`src/rtl/keccak_pkg.sv`:
```
// keccak_pkg: shared widths, round count and controller state encoding for the SHA3-256 sponge front end
package keccak_pkg;
    localparam int WORD_W          = 136;
    localparam int WORDS_PER_BLOCK = 8;
    localparam int RATE_W          = WORD_W * WORDS_PER_BLOCK;
    localparam int DIGEST_W        = 256;
    localparam int ROUNDS          = 24;
    typedef enum logic [2:0] {LOAD, START, PERM, OUT, ERR} state_t;
endpackage

```
`src/rtl/keccak_block_buf.sv`:
```
// keccak_block_buf: eight-slot rate block buffer
// Ports: clk, reset (async active-low clear), wr_en (one-hot slot select),
// wr_data (word to store), blk_data (flat block, slot k at bits 136k+135:136k).
module keccak_block_buf
    import keccak_pkg::*;
(
    input  logic                       clk,
    input  logic                       reset,
    input  logic [WORDS_PER_BLOCK-1:0] wr_en,
    input  logic [WORD_W-1:0]          wr_data,
    output logic [RATE_W-1:0]          blk_data
);
    for (genvar k = 0; k < WORDS_PER_BLOCK; k++) begin : g_slot
        logic [WORD_W-1:0] q;
        always_ff @(posedge clk or negedge reset)
            if (!reset) q <= '0;
            else if (wr_en[k]) q <= wr_data;
        assign blk_data[k*WORD_W +: WORD_W] = q;
    end
endmodule

```
`src/rtl/keccak_sponge_ctrl.sv`:
```
// keccak_sponge_ctrl: collects rate blocks, sequences the permutation core and returns the digest
// Ports: clk, reset (async active-low); in_valid/in_ready/in_data/in_last host word stream;
// blk_data/perm_start/state_clear to the core, perm_done/perm_digest from it;
// dig_valid/dig_ready/dig_data digest stream; busy status; err one-cycle error pulse.
module keccak_sponge_ctrl
    import keccak_pkg::*;
#(
    parameter int TIMEOUT = 32
) (
    input  logic                clk,
    input  logic                reset,
    input  logic                in_valid,
    output logic                in_ready,
    input  logic [WORD_W-1:0]   in_data,
    input  logic                in_last,
    output logic [RATE_W-1:0]   blk_data,
    output logic                perm_start,
    output logic                state_clear,
    input  logic                perm_done,
    input  logic [DIGEST_W-1:0] perm_digest,
    output logic                dig_valid,
    input  logic                dig_ready,
    output logic [DIGEST_W-1:0] dig_data,
    output logic                busy,
    output logic                err
);
    localparam int TIMER_W = $clog2(TIMEOUT + 1);

    state_t                     state, state_nx;
    logic [2:0]                 word_cnt;
    logic                       first_blk, last_blk;
    logic [TIMER_W-1:0]         timer;
    logic                       accept, last_word, bad_last, wr_ok;
    logic [WORDS_PER_BLOCK-1:0] wr_en;

    assign accept    = in_valid && state == LOAD;
    assign last_word = word_cnt == 3'(WORDS_PER_BLOCK - 1);
    // in_last anywhere but the final slot is a framing error; that word is dropped
    assign bad_last  = accept && in_last && !last_word;
    assign wr_ok     = accept && !bad_last;
    assign wr_en     = wr_ok ? WORDS_PER_BLOCK'(1) << word_cnt : '0;

    keccak_block_buf u_buf (
        .clk      (clk),
        .reset    (reset),
        .wr_en    (wr_en),
        .wr_data  (in_data),
        .blk_data (blk_data)
    );

    always_comb begin
        state_nx = state;
        case (state)
            LOAD:    state_nx = bad_last ? ERR : (wr_ok && last_word) ? START : LOAD;
            START:   state_nx = PERM;
            // a done pulse in the timeout cycle still completes the block
            PERM:    state_nx = perm_done ? (last_blk ? OUT : LOAD) : (timer == TIMER_W'(TIMEOUT)) ? ERR : PERM;
            OUT:     state_nx = dig_ready ? LOAD : OUT;
            ERR:     state_nx = LOAD;
            default: state_nx = LOAD;
        endcase
    end

    always_ff @(posedge clk or negedge reset) begin
        if (!reset) begin
            state     <= LOAD;
            word_cnt  <= '0;
            first_blk <= 1'b1;
            last_blk  <= 1'b0;
            timer     <= '0;
            dig_data  <= '0;
        end else begin
            state <= state_nx;
            case (state)
                LOAD: if (wr_ok) begin
                    word_cnt <= word_cnt + 3'd1;
                    if (last_word) last_blk <= in_last;
                end
                START: timer <= '0;
                PERM: begin
                    timer <= timer + TIMER_W'(1);
                    if (perm_done && last_blk) dig_data <= perm_digest;
                    if (perm_done && !last_blk) first_blk <= 1'b0;
                end
                OUT: if (dig_ready) begin
                    first_blk <= 1'b1;
                    last_blk  <= 1'b0;
                end
                ERR: begin
                    word_cnt  <= '0;
                    first_blk <= 1'b1;
                    last_blk  <= 1'b0;
                end
                default: ;
            endcase
        end
    end

    assign in_ready    = state == LOAD;
    assign perm_start  = state == START;
    assign state_clear = state == START && first_blk;
    assign dig_valid   = state == OUT;
    assign err         = state == ERR;
    assign busy        = !(state == LOAD && word_cnt == 3'd0 && first_blk);
endmodule
```
`config.mk`:
```
export PLATFORM = sky130hd
export DESIGN_NAME = keccak_sponge_ctrl
export DESIGN_NICKNAME = d
export VERILOG_FILES = /design/src/rtl/keccak_pkg.sv /design/src/rtl/keccak_block_buf.sv /design/src/rtl/keccak_sponge_ctrl.sv
export SDC_FILE = /design/constraint.sdc
export NUM_CORES = 2
export LEC_CHECK = 0
export CAP_MARGIN = 30
export CORE_AREA = 4 4 685 687
export DETAILED_ROUTE_END_ITERATION = 10
export DIE_AREA = 0 0 689 691
export PLACE_DENSITY_LB_ADDON = 0.05
export SYNTH_ARGS = -nofsm -noshare
export SYNTH_HDL_FRONTEND = slang
export SYNTH_SLANG_ARGS = --single-unit
```
`constraint.sdc`:
```
create_clock -name clk -period 2.4 [get_ports clk]
set_input_delay 0.6 -clock clk [delete_from_list [all_inputs] [get_ports clk]]
set_output_delay 0.6 -clock clk [all_outputs]
set_load 0.01 [all_outputs]
```
Word-level counts from Yosys, hierarchy flattened:

Cells that the tools add are included.

* register bits after elaboration: 1358
* bits of input ports: 398

* $add $sub $neg: 2
* equality and inequality tests: 10
* shifts and indexed selects: 1
* mux-type cells: 18
* reduce and logical (&&, ||, !) cells: 24

Operators with widths (number)
* $mux 3: 4
* $pmux 3 s4: 1
* $pmux 6 s2: 1
* $logic_and 1x1->1: 10
* $mux 8: 1
* $shl 1x3->8 const A: 1
* $add 6x1->6 const B: 1
* $eq 3x2->1 const B: 2
* $eq 3x3->1 const B: 2
* $eq 6x6->1 const B: 1
* $logic_not 3->1: 2
* $mux 1: 6
* $ne 2x1->1 const B: 3
* $pmux 1 s3: 2
* $pmux 3 s2: 1
* $reduce_bool 3->1: 2
* $logic_not 1->1: 4
* $mux 2: 2
* $reduce_and 2->1: 2
* $reduce_and 4->1: 1
* $reduce_bool 2->1: 2
* $add 3x1->3 const B: 1
* $eq 3x1->1 const B: 1
* $reduce_and 3->1: 1
* $ne 2x2->1 const B: 1

Longest topological paths before layout:

* word-level depth: 10
* depth in mapped cells: 8
* depth with buffers taken out: 5

Modules after synthesis:

From an unflattened synthesis, not the netlist that was laid out.

* cells, all modules: 2938
* area, all modules: 52441.5 µm²

By module, submodules not included
* keccak_block_buf: instances 1, cells each 2296, area each 41579.9 µm², sequential area each 27226.1 µm²
* keccak_sponge_ctrl: instances 1, cells each 642, area each 10861.7 µm², sequential area each 6757.7 µm²

Worst setup path after synthesis:

Ideal clock, no wire load.

* kind: flip-flop to flip-flop
* start: register word_cnt[0]
* end: register u_buf.g_slot[5].q[100]
* setup time: 127 ps
* arrival: 2009 ps
* required time: 2273 ps
* slack: 264 ps
* cell stages (with the launch flop): 9
* period minus slack after synthesis: 2136 ps
* cell sequence: dfrtp_1 ha_1 ha_1 nand2b_1 and4_1 buf_4 buf_8 buf_12 mux2_1

* cells in the longest elaborated chain, start to end: 6

Ends and longest elaborated chain
* start: declaration: RTL line keccak_sponge_ctrl.sv:30 `logic [2:0] word_cnt;`
* start signal: assignment: RTL line keccak_sponge_ctrl.sv:76 `word_cnt <= word_cnt + 3'd1;`
* $eq 3x3->1: RTL line keccak_sponge_ctrl.sv:37 `assign last_word = word_cnt == 3'(WORDS_PER_BLOCK - 1);`
* $logic_not 1->1: RTL line keccak_sponge_ctrl.sv:39 `assign bad_last = accept && in_last && !last_word;`
* $logic_and 1x1->1: RTL line keccak_sponge_ctrl.sv:39
* $logic_not 1->1: RTL line keccak_sponge_ctrl.sv:40 `assign wr_ok = accept && !bad_last;`
* $logic_and 1x1->1: RTL line keccak_sponge_ctrl.sv:40
* $mux 8 *: RTL line keccak_sponge_ctrl.sv:41 `assign wr_en = wr_ok ? WORDS_PER_BLOCK'(1) << word_cnt : '0;`
* end signal: assignment: RTL line keccak_block_buf.sv:17 `else if (wr_en[k]) q <= wr_data;`
* end: declaration: RTL line keccak_block_buf.sv:14 `logic [WORD_W-1:0] q;`

Mark *: on every way between the ends. The rest lies on a longest branch, timed or not.
A chain may end at the register's enable or synchronous reset.

Final worst setup path:

* start: register state[0]
* end: output err

* cells in the longest elaborated chain, start to end: 1

Ends and longest elaborated chain
* start: declaration: RTL line keccak_sponge_ctrl.sv:29 `state_t state, state_nx;`
* start signal: assignment: RTL line keccak_sponge_ctrl.sv:73 `state <= state_nx;`
* $eq 3x3->1: RTL line keccak_sponge_ctrl.sv:103 `assign err = state == ERR;`
* end: declaration: RTL line keccak_sponge_ctrl.sv:25 `output logic err`

Every way passes these cells.

==> flow_summary.yaml <==
run_status:
  outcome: "complete, but fails checks"
  violations: "negative setup slack"
die:
  die_x_microns: 689
  num_rows: 250
  core_sq_um: 463000
  num_io_pins: 1748
  die_h_microns: 691
  start_util_pct: 11.1
  design.die.area_sq_um: 476000
critical_path:
  cp_cell_sequence: "buf_6 -> or3b_4 -> clkinvlp_4 -> buf_12"
  worst_setup_path_end_kind: "primary output"
  path_delay_family: "flip-flops"
  worstSetupPathType: "flop to primary output"
  cp_num_buf_inv: 3
  crit_path_top_delay_cell: "dfrtp_2"
  required_ps: 1800
  critPathMaxFanout: 4
  startpoint_type: "flop"
  worst_ep_arrival_time_ps: 2110
  crit_path_max_incr_delay_ps: 430
cells_and_area:
  layout_commonest_cell: "dfrtp_1"
  final_cells: 11400
  fin_nets: 5492
  multiInputGateArea_sq_um: 16700
  final_cell_mix: "dfrtp_1, dlygate4sd2_1, mux2_2, clkdlybuf4s50_1, mux2_4"
  drive_gt1_share_pct: 39.4
  syn_to_final_growth_pct: 67.2
  ff_latch_area_sq_um: 34000
  fillers: 50500
synth:
  synth_cells: 2938
  ys_seq_area_share_pct: 66.2
  yosys_warnings: 0
  ys_ff_latch: 1358
  synth_edf_count: 0
  ys.flop_type: "dfrtp_1"
  ys_types: 42
  synth_area_sq_um: 51300
  synth_nets: 3344
  async_reset_ff_share_pct: 100
  synth.avg_cell_area_sq_um: 17.5
clocking:
  cts_tree: "built"
  htree_levels: 4
  ctsRootBufferMaster: "clkbuf_16"
  cts_buffers: 200
  clkTransAtPathRegs_ps: 60
  insertion_delay_ps: 880
  clock_sinks: 1358
  cts_buffer_depth: 4
grt:
  grt_max_degree: 95
  antenna_found_initial: 68
  grt_pass1_vias: 38000
  grt_use_total_pct: 13.5
  grt-ovfl-total: 0
  grt_pass1_wl_microns: 426000
placement:
  dp_hpwl_microns: 259000
  routabilityCongestion: 0.799
  place_inst: 11000
  port-buffer-count: 1747
detailed_routing:
  drtPass1Iterations: 4
  antenna_left: 0
  vias: 34900
  viasPerCell: 3.05
  drc: 0
  wire_per_inst_microns: 29.2
  wirelength_microns: 334000
  drt_iter0_drc: 1093
timing:
  rsz0062_at_grt: "yes"
  relSlewSlack_pct: 49.3
  slew_viol_final: 0
  final.period_utilization_pct: 113
  fmaxAchievable_ghz: 0.369
  tightest_slew_ps: 758
  clock_skew_ps: 44.9
  timing.final.ws_setup_ps: -312
  setup_viol: 35
  hold_violations: 0
  period_minus_slack_ps: 2710
power:
  leakagePower_nw: 40.8
  p_per_area_nw_per_um2: 1240
  power.total_mw: 106
  ir_drop_uv: 534
hold_path:
  hold_class: "input port to flop"
job:
  max-cap-violations: 0
metrics by stage:
step / setup slack, ps / util (%) / TNS (ps) / cell area, sq um / hold WS, ps
3_3_place_gp: -1130 / 17.1 / -862870 / 79000 / 470
6_report: -312 / 18.5 / -2480 / 85800 / 310
3_5_place_dp: -1110 / 17.1 / -850810 / 79000 / 471
4_1_cts: -538 / 18.3 / -2860 / 84800 / 160
5_1_grt: -472 / 18.5 / -17040 / 85800 / 232
2_1_floorplan: 264 / - / 0 / 51300 / 304
final cells by class:
type                       instances  share of cell area, %
inverter                          12                 0.0656
sequential                      1358                   39.6
clock buffer                     317                   7.00
antenna                           29                 0.0845
clock inverter                    30                  0.507
multi-input combinational       1414                   19.4
tap                             6174                   9.00
timing repair buffer            2100                   24.3
sequential cells by signal (all words and copies together), names as in the netlist:
signal	count
dig_data	256
first_blk	1
last_blk	1
state	3
timer	6
u_buf.g_slot.q	1088
word_cnt	3
cells in the mapped netlist (2+ instances only):
library cell	count	share of area (%)
a21oi_1	6	0.058
buf_4	22	0.32
buf_2	67	0.65
nor3_1	2	0.019
buf_6	57	1.3
mux2_2	1132	25
buf_12	5	0.19
mux2_4	103	3.0
nand3_1	6	0.058
inv_1	12	0.088
nand2_1	10	0.073
nand4_1	4	0.049
o21ai_0	3	0.029
nand2b_1	2	0.024
or3b_2	2	0.034
mux2i_1	3	0.058
ha_1	8	0.19
dfrtp_1	1357	66
clkbuf_1	2	0.015
mux2_1	111	2.4
and4_1	3	0.051
worst paths after layout:
kind	from	end	slack, ps	cells past startpoint
setup / recovery	state[0]	err	-310	4
hold / removal	perm_digest[81]	dig_data[81]	310	2
setup reg to reg	word_cnt[0]	u_buf.g_slot[4].q[110]	-70	11
hold reg to reg	dig_data[82]	dig_data[82]	470	1
max in group asynchronous	reset	u_buf.g_slot[3].q[114]	1040	4
min in group asynchronous	reset	u_buf.g_slot[7].q[81]	350	2
logic make-up (layout without fill, tap and decap cells):
kind of cell / after synthesis / in the layout / share of synthesized area (%)
muxes: 1349 / 1349 / 30.3
DFF: 1358 / 1358 / 66.2
and+or+nand+nor: 39 / 39 / 0.495
buffers and inverters: 166 / 2459 / 2.55
other: 0 / 29 / 0
AOI/OAI and AO/OA: 18 / 18 / 0.236
adders and majority gates: 8 / 8 / 0.195
report_power, final:
part	total (mW)	internal [mW]	leakage (nW)	switching (mW)
clock network	29.9	17.7	3.14	12.3
logic	39.5	18.2	20.3	21.3
registers	36.8	32.0	17.4	4.86
layer usage:
layer / track usage [%] / wire, microns / up-vias
met5: 0 / 27 / -
met2: 24.1 / 169000 / 1171
met4: 2.48 / 6360 / 4
met1: 15.1 / 129000 / 18500
met3: 5.32 / 29800 / 314
li1: - / - / 14900
worst reg2reg max path, cell delays in order (launching register included):
cell and delay, ps:
dfrtp_1 400, buf_6 130, ha_4 160, ha_4 150
nand2b_4 130, buf_6 120, buf_4 130, and4_4 200
buf_12 150, buf_16 160, clkbuf_16 330, mux2_4 300
repair_timing:
| item | CTS | global route |
|---|---|---|
| hold buffers | 1 | 0 |
| pin swaps | 5 | 6 |
| endpoints found under the hold margin | 431 | 0 |
| gates cloned | 6 | 8 |
| endpoints found under the setup margin | 1592 | 166 |
| gates resized for setup | 1676 | 200 |
| buffers inserted | 41 | 13 |
Power figures use the tool's default switching activity.
